**src/rtl/vga_pkg.sv**
```systemverilog
// Shared frame-buffer geometry, drawing-engine state encoding and colour constants.
package vga_pkg;

   localparam int H_RES  = 200;
   localparam int V_RES  = 150;
   localparam int ADDR_W = 15;
   localparam int DATA_W = 12;

   typedef enum logic [1:0] {
      S_IDLE,
      S_SETUP,
      S_FILL,
      S_DONE
   } state_t;

   localparam logic [11:0] BLACK = 12'h000;
   localparam logic [11:0] WHITE = 12'hFFF;
   localparam logic [11:0] RED   = 12'hF00;

endpackage

```
**src/rtl/rect_clip.sv**
```systemverilog
// Combinational clipping of a rectangle against the frame: exclusive end column/row
// (9 bits, no wrap) and an empty flag for off-screen or zero-sized rectangles.
module rect_clip #(
   parameter int H_RES = vga_pkg::H_RES,
   parameter int V_RES = vga_pkg::V_RES
) (
   input  logic [7:0] i_x,
   input  logic [7:0] i_y,
   input  logic [7:0] i_w,
   input  logic [7:0] i_h,
   output logic [8:0] o_x_end,
   output logic [8:0] o_y_end,
   output logic       o_empty
);

   localparam logic [8:0] L_H = 9'(H_RES);
   localparam logic [8:0] L_V = 9'(V_RES);

   logic [8:0] w_xs;
   logic [8:0] w_ys;

   assign w_xs    = {1'b0, i_x} + {1'b0, i_w};
   assign w_ys    = {1'b0, i_y} + {1'b0, i_h};
   assign o_x_end = (w_xs > L_H) ? L_H : w_xs;
   assign o_y_end = (w_ys > L_V) ? L_V : w_ys;
   assign o_empty = ({1'b0, i_x} >= L_H) || ({1'b0, i_y} >= L_V) ||
                    (i_w == '0) || (i_h == '0);

endmodule

```
**src/rtl/vram_rect_writer.sv**
```systemverilog
// Rectangle-fill / clear-screen engine driving the VRAM write port, one pixel per clock,
// row-major, with incremental address generation only.
module vram_rect_writer
   import vga_pkg::*;
#(
   parameter int H_RES  = vga_pkg::H_RES,
   parameter int V_RES  = vga_pkg::V_RES,
   parameter int ADDR_W = vga_pkg::ADDR_W,
   parameter int DATA_W = vga_pkg::DATA_W
) (
   input  logic              pclk,
   input  logic              rst,
   input  logic              cmd_valid,
   output logic              cmd_ready,
   input  logic              cmd_clear,
   input  logic [7:0]        cmd_x,
   input  logic [7:0]        cmd_y,
   input  logic [7:0]        cmd_w,
   input  logic [7:0]        cmd_h,
   input  logic [DATA_W-1:0] cmd_color,
   output logic              we,
   output logic [ADDR_W-1:0] waddr,
   output logic [DATA_W-1:0] wdata,
   output logic              busy,
   output logic              done
);

   state_t              r_state, w_state_nxt;
   logic [7:0]          r_x, r_y, r_w, r_h;
   logic [DATA_W-1:0]   r_color;
   logic [7:0]          r_col, r_row;
   logic [ADDR_W-1:0]   r_row_base;
   logic [8:0]          r_x_end, r_y_end;
   logic                r_we, r_done;
   logic [ADDR_W-1:0]   r_waddr;
   logic [DATA_W-1:0]   r_wdata;

   logic [8:0]          w_x_end, w_y_end;
   logic                w_empty, w_accept, w_row_wrap, w_last;
   logic                w_we_nxt, w_done_nxt;
   logic [ADDR_W-1:0]   w_row_base0;

   rect_clip #(
      .H_RES (H_RES),
      .V_RES (V_RES)
   ) u_clip (
      .i_x     (r_x),
      .i_y     (r_y),
      .i_w     (r_w),
      .i_h     (r_h),
      .o_x_end (w_x_end),
      .o_y_end (w_y_end),
      .o_empty (w_empty)
   );

   assign w_accept    = cmd_valid && (r_state == S_IDLE);
   assign w_row_base0 = ADDR_W'(r_y) * ADDR_W'(H_RES);
   assign w_row_wrap  = (({1'b0, r_col} + 9'd1) == r_x_end);
   assign w_last      = w_row_wrap && (({1'b0, r_row} + 9'd1) == r_y_end);

   always_ff @(posedge pclk) begin
      if (rst) r_state <= S_IDLE;
      else     r_state <= w_state_nxt;
   end

   always_comb begin
      w_state_nxt = r_state;
      case (r_state)
         S_IDLE:  if (cmd_valid) w_state_nxt = S_SETUP;
         S_SETUP: w_state_nxt = w_empty ? S_DONE : S_FILL;
         S_FILL:  if (w_last) w_state_nxt = S_DONE;
         S_DONE:  w_state_nxt = S_IDLE;
         default: w_state_nxt = S_IDLE;
      endcase
   end

   always_comb begin
      cmd_ready  = (r_state == S_IDLE);
      busy       = (r_state != S_IDLE);
      w_we_nxt   = (r_state == S_FILL);
      w_done_nxt = (r_state == S_DONE);
   end

   always_ff @(posedge pclk) begin
      if (rst) begin
         r_x <= '0; r_y <= '0; r_w <= '0; r_h <= '0;
         r_color    <= '0;
         r_col      <= '0;
         r_row      <= '0;
         r_row_base <= '0;
         r_x_end    <= '0;
         r_y_end    <= '0;
         r_we       <= 1'b0;
         r_done     <= 1'b0;
         r_waddr    <= '0;
         r_wdata    <= DATA_W'(BLACK);
      end else begin
         r_we   <= w_we_nxt;
         r_done <= w_done_nxt;
         if (w_accept) begin
            // A clear is just a full-frame rectangle through the same path.
            r_x     <= cmd_clear ? '0 : cmd_x;
            r_y     <= cmd_clear ? '0 : cmd_y;
            r_w     <= cmd_clear ? 8'(H_RES) : cmd_w;
            r_h     <= cmd_clear ? 8'(V_RES) : cmd_h;
            r_color <= cmd_color;
         end
         if (r_state == S_SETUP) begin
            r_col      <= r_x;
            r_row      <= r_y;
            r_row_base <= w_row_base0;
            r_x_end    <= w_x_end;
            r_y_end    <= w_y_end;
         end
         if (r_state == S_FILL) begin
            r_waddr <= r_row_base + ADDR_W'(r_col);
            r_wdata <= r_color;
            if (w_row_wrap) begin
               r_col      <= r_x;
               r_row      <= r_row + 8'd1;
               r_row_base <= r_row_base + ADDR_W'(H_RES);
            end else begin
               r_col <= r_col + 8'd1;
            end
         end
      end
   end

   assign we    = r_we;
   assign waddr = r_waddr;
   assign wdata = r_wdata;
   assign done  = r_done;

endmodule

```
**config.mk**
```make
export PLATFORM = sky130hd
export DESIGN_NAME = vram_rect_writer
export DESIGN_NICKNAME = d
export VERILOG_FILES = /design/src/rtl/vga_pkg.sv /design/src/rtl/rect_clip.sv /design/src/rtl/vram_rect_writer.sv
export SDC_FILE = /design/constraint.sdc
export NUM_CORES = 1
export LEC_CHECK = 0
export BUFFER_PORTS_ARGS = -buffer_cell sky130_fd_sc_hd__buf_2
export CAP_MARGIN = 25
export CELL_PAD_IN_SITES_DETAIL_PLACEMENT = 1
export CELL_PAD_IN_SITES_GLOBAL_PLACEMENT = 1
export CORE_AREA = 3 3 129 131
export DETAILED_ROUTE_END_ITERATION = 8
export DIE_AREA = 0 0 132 134
export GPL_TIMING_DRIVEN = 0
export PLACE_DENSITY_LB_ADDON = 0.1
export SLEW_MARGIN = 20
export SYNTH_ARGS = -nofsm -noshare
export SYNTH_HDL_FRONTEND = slang
export SYNTH_SLANG_ARGS = --single-unit
```
**constraint.sdc**
```tcl
create_clock -name pclk -period 5.6 [get_ports pclk]
set_input_delay 0.56 -clock pclk [delete_from_list [all_inputs] [get_ports pclk]]
set_output_delay 0.56 -clock pclk [all_outputs]
set_load 0.05 [all_outputs]
```
Yosys cells after proc, flatten, opt, wreduce, memory -nomap -nowiden

Index checks and enable logic that the tools add are counted.

Logic and storage cells: 65
Input port bits: 48
Register bits after elaboration: 124

Multiply operators: 1
Mux-type cells: 19
Order comparisons: 4
Add/subtract/negate cells: 8
Reduce and logical (&&, ||, !) cells: 11
Equality and inequality tests: 7

Operator list:

| cell                                                          | count |
|---|---|
| two-way mux 8 bit                                             | 10 |
| two-way mux 15 bit                                            | 3 |
| adder 8 x 1 -> 9 bit, second input constant                   | 2 |
| adder 8 x 8 -> 9 bit                                          | 2 |
| equality test 9 bit                                           | 2 |
| greater-than comparator 9 x 8 -> 1 bit, second input constant | 2 |
| two-way mux 9 bit                                             | 2 |
| adder 8 x 1 -> 8 bit, second input constant                   | 2 |
| greater-or-equal comparator 8 bit, second input constant      | 2 |
| logical NOT 8 bit                                             | 2 |
| adder 15 x 8 -> 15 bit                                        | 1 |
| adder 15 x 8 -> 15 bit, second input constant                 | 1 |
| multiplier 8 x 5 -> 12 bit, second input constant             | 1 |
| case mux 2 bit (4 select lines)                               | 1 |
| equality test 2 bit, second input constant                    | 2 |
| two-way mux 2 bit                                             | 2 |
| inequality test 2 bit, second input constant                  | 2 |
| nonzero test 2 bit                                            | 2 |
| logical OR 1 bit                                              | 3 |
| equality test 2 x 1 -> 1 bit, second input constant           | 1 |
| logical AND 1 bit                                             | 2 |
| logical NOT 2 bit                                             | 1 |
| AND reduction 2 bit                                           | 1 |
| two-way mux 1 bit                                             | 1 |

Depth between registers and ports, before layout

Word-level depth: 6
Depth in mapped cells: 15
Depth with buffers taken out: 15

By module

From an unflattened synthesis, not the netlist that was laid out.

Cells, all modules: 908
Area, all modules: 7516.0 um2

Modules (own cells, without submodules):

| module           | seq. area each (um2) | area each (um2) | times used | cells an instance |
|---|---|---|---|---|
| vram_rect_writer | 2482.4               | 6576.3          | 1          | 785 |
| rect_clip        | 0.0                  | 939.7           | 1          | 123 |

Worst setup path after synthesis

OpenSTA, ideal clock, no wires.

Path kind: reg2reg
Start: register r_y[3]
End: register r_row_base[13]
Data required time: 5467 ps
Cell stages (with the launch flop): 14
Arrival time: 2894 ps
Path slack: 2573 ps
Cells stage by stage: dfxtp_1 inv_1 ha_1 inv_1 ha_1 fa_1 ha_1 nor2b_1 o21ai_0 a21oi_1 o21a_1 or3_1 a21oi_1 nor4_1

Word-level cells in the longest chain between the ends: 4

RTL lines:

| element                      | line                    | RTL |
|---|---|---|
| from (decl)                  | vram_rect_writer.sv:29  | `logic [7:0] r_x, r_y, r_w, r_h;` |
| from (signal assigned)       | vram_rect_writer.sv:103 | `r_y <= cmd_clear ? '0 : cmd_y;` |
| multiplier 8 x 5 -> 12 bit * | vram_rect_writer.sv:57  | `assign w_row_base0 = ADDR_W'(r_y) * ADDR_W'(H_RES);` |
| two-way mux 15 bit *         | vram_rect_writer.sv:108 | `if (r_state == S_SETUP) begin` |
| two-way mux 15 bit           | vram_rect_writer.sv:118 | `if (w_row_wrap) begin` |
| two-way mux 15 bit *         | vram_rect_writer.sv:115 | `if (r_state == S_FILL) begin` |
| to (signal assigned)         | vram_rect_writer.sv:111 | `r_row_base <= w_row_base0;` |
| to (signal assigned)         | vram_rect_writer.sv:121 | `r_row_base <= r_row_base + ADDR_W'(H_RES);` |
| to (decl)                    | vram_rect_writer.sv:32  | `logic [ADDR_W-1:0] r_row_base;` |

Every way passes the cells marked *; elsewhere a longest branch is shown, timed or not.
A chain may end at the register's enable or synchronous reset.

Worst setup path after layout

Same ends and word-level chain as after synthesis.

==> reports/qor.csv <==
stage;metric;value;unit
cts;cts_buffers;17;
cts;cts_setup_buffers;0;
grt;grt_max_degree;17;
cts;path_clk_slew;0.06;ns
layout;num_antenna_cells;0;
sta;finalHoldViolCount;0;
worst_hold_path;hp-class;in2reg;
grt;antenna_found_initial;0;
die;rows;46;
placement;gp_congestion;0.9278;
synthesis;synth.distinct_cells;73;
layout;final_nets;1089;
cts;clock_latency;0.43;ns
synthesis;synth_seq_cells;124;
cts;cts_buffer_depth;2;
sta;fmax;277.1;MHz
synthesis;netlist_area;7430;um2
critical_path;worstSetupStartpointType;register;
layout;final_util;55.20;%
synthesis;synthCells;878;
layout;area_growth;16.74;%
grt;grt_pass1_wl;38570;um
run_status;status;complete, no violations;
cts;cts_root_buf;clkbuf_16;
synthesis;ys_warn_count;0;
job;drv_cap;0;
layout;layout_common_cells;dfxtp_1, buf_2, nand2_1;
drt;wirelength;23820;um
die;die_h;134;um
die;io_pins;79;
synthesis;yosysTopAreaCellShare;33.41;%
die;start_util;47.28;%
power;peakVddDrop;0.2575;mV
grt;grt_pass1_vias;7410;
sta;rsz0062_at_grt;false;
placement;portBuffers;77;
grt;grt_usage;27.17;%
cts;h-tree-depth;4;
sta;finClkSkew;0.008261;ns
die;core;15710;um2
cts;cts_tree;yes;
sta;setup_viol;0;
drt;drt_iter0_markers;284;
synthesis;synth_edf_count;0;
synthesis;synth_top_cell_by_area;dfxtp_1;
die;die_w;132;um
power;power.density;412.6;nW/um2
critical_path;critPathMaxFanout;6;
die;fp.dieArea;17690;um2
cts;post_cts_resized;0;
synthesis;synthFlopType;dfxtp_1;
critical_path;criticalPathCategory;reg2reg;
placement;dpl_cell_area;8085;um2
cts;ctsHoldBuffers;0;
drt;first_pass_iters;4;
drt;vias_per_cell;5.883;
synthesis;synth_area_leaders;dfxtp_1, ha_1, a21oi_1, nand2_1, xnor2_1;
drt;detail-route-antenna-nets;0;
synthesis;synth-seq-area-share;33.41;%
layout;postLayoutCellArea;8673;um2
critical_path;arrival;3.89;ns
sta;finalMaxSlewViolations;0;
cts;numClockSinks;124;
sta;fin_crit_sh;64.45;%
layout;fill_cells;1920;
critical_path;cp-end-kind;register;
drt;drc;0;
placement;place_hpwl;18100;um
sta;post-route-min-period;3.609;ns
sta;relSlewSlack;37.24;%
layout;drive_gt1_share;13.58;%
drt;wire_per_inst;19.80;um
sta;tns;0;ns
power;p_leak;0.003558;uW
synthesis;async_reset_ff_share;0;%
grt;grt.overflow.total;0;
layout;final_common_cell;dfxtp_1;
sta;worst_slew_pin_slew;0.9380;ns
critical_path;cp.required;5.88;ns
drt;vias;7077;
synthesis;syn_nets;993;
synthesis;avgSynthCellArea;8.462;um2
power by group:
part,internal [uW],switching (uW)
clock network,662,446
logic,433,866
registers,1020,150
total,2120,1460
layer usage:
| metal | up-vias | part of all wire [%] | GRT usage, % |
|---|---|---|---|
| met5 | - | 0 | 0 |
| met4 | 0 | 2.7 | 11.79 |
| met3 | 47 | 3.8 | 4.389 |
| met2 | 158 | 50 | 47.75 |
| met1 | 3492 | 44 | 32.96 |
| li1 | 3380 | - | - |
area by class of cell:
cell class	instances	area, um2	share of cell area, %
inverters	43	161.4	1.861
plain buffers	48	196.4	2.265
clock buffers	17	425.4	4.905
multi-input cells	663	4589	52.91
well taps	216	270.3	3.116
flip-flops and latches	124	2482	28.62
repair buffers	77	385.4	4.443
clock inverters	15	162.7	1.875
cells by family after synthesis:
logic type / Yosys count / synth area share (%)
adder cells (fa/ha/maj): 67 / 11.89
buffers and inverters: 91 / 4.816
AO/OA/AOI/OAI: 226 / 20.31
multiplexers: 22 / 2.981
XOR/XNOR: 45 / 5.305
flip-flops: 124 / 33.41
AND/OR/NAND/NOR: 303 / 21.29
final timing paths:
kind | start | to | slack [ns] | cells after the start
max | r_y[3] | r_row_base[13] | 1.99 | 13
min | cmd_color[2] | r_color[2] | 0.37 | 3
max reg2reg | r_y[3] | r_row_base[13] | 1.99 | 13
min reg2reg | r_color[2] | r_color[2] | 0.45 | 2
through the flow:
| step | total power, uW | std cells | setup slack (ns) | hold WS [ns] |
|---|---|---|---|---|
| finish | 3579 | 1203 | 1.991 | 0.3652 |
| global route | 3780 | 1203 | 1.818 | 0.3727 |
| detailed placement | 2474 | 1171 | 2.021 | 0.4492 |
| CTS | 3595 | 1203 | 1.981 | 0.3561 |
| global placement | 2417 | 1171 | 2.092 | 0.4432 |
| floorplan | 2074 | 878 | 2.573 | 0.4360 |
registers in the layout (all words and copies together) (netlist names):
register    cells
r_col           8
we              1
done            1
r_y_end         9
waddr          15
r_h             8
wdata          12
r_row_base     15
r_y             8
r_state         2
r_w             8
r_x             8
r_color        12
r_x_end         9
r_row           8
critical path, stage by stage (launching register included):
cell,delay [ns]
dfxtp_1,0.54
inv_1,0.14
ha_1,0.30
inv_1,0.04
ha_1,0.31
fa_1,0.46
ha_1,0.35
nor2b_1,0.14
o21ai_0,0.21
a21oi_1,0.12
o21a_1,0.19
or3_1,0.31
a21oi_1,0.26
nor4_1,0.08
synth_stat cells (all sizes together), types with 17 or more instances:
library cell / count
nor3: 31
clkbuf: 32
inv: 43
o21ai: 24
ha: 61
nand3: 17
nand3b: 29
nand2: 83
xnor2: 30
dfxtp: 124
a21oi: 74
mux2i: 21
nor2: 56
a211oi: 23
Power figures use the tool's default switching activity.
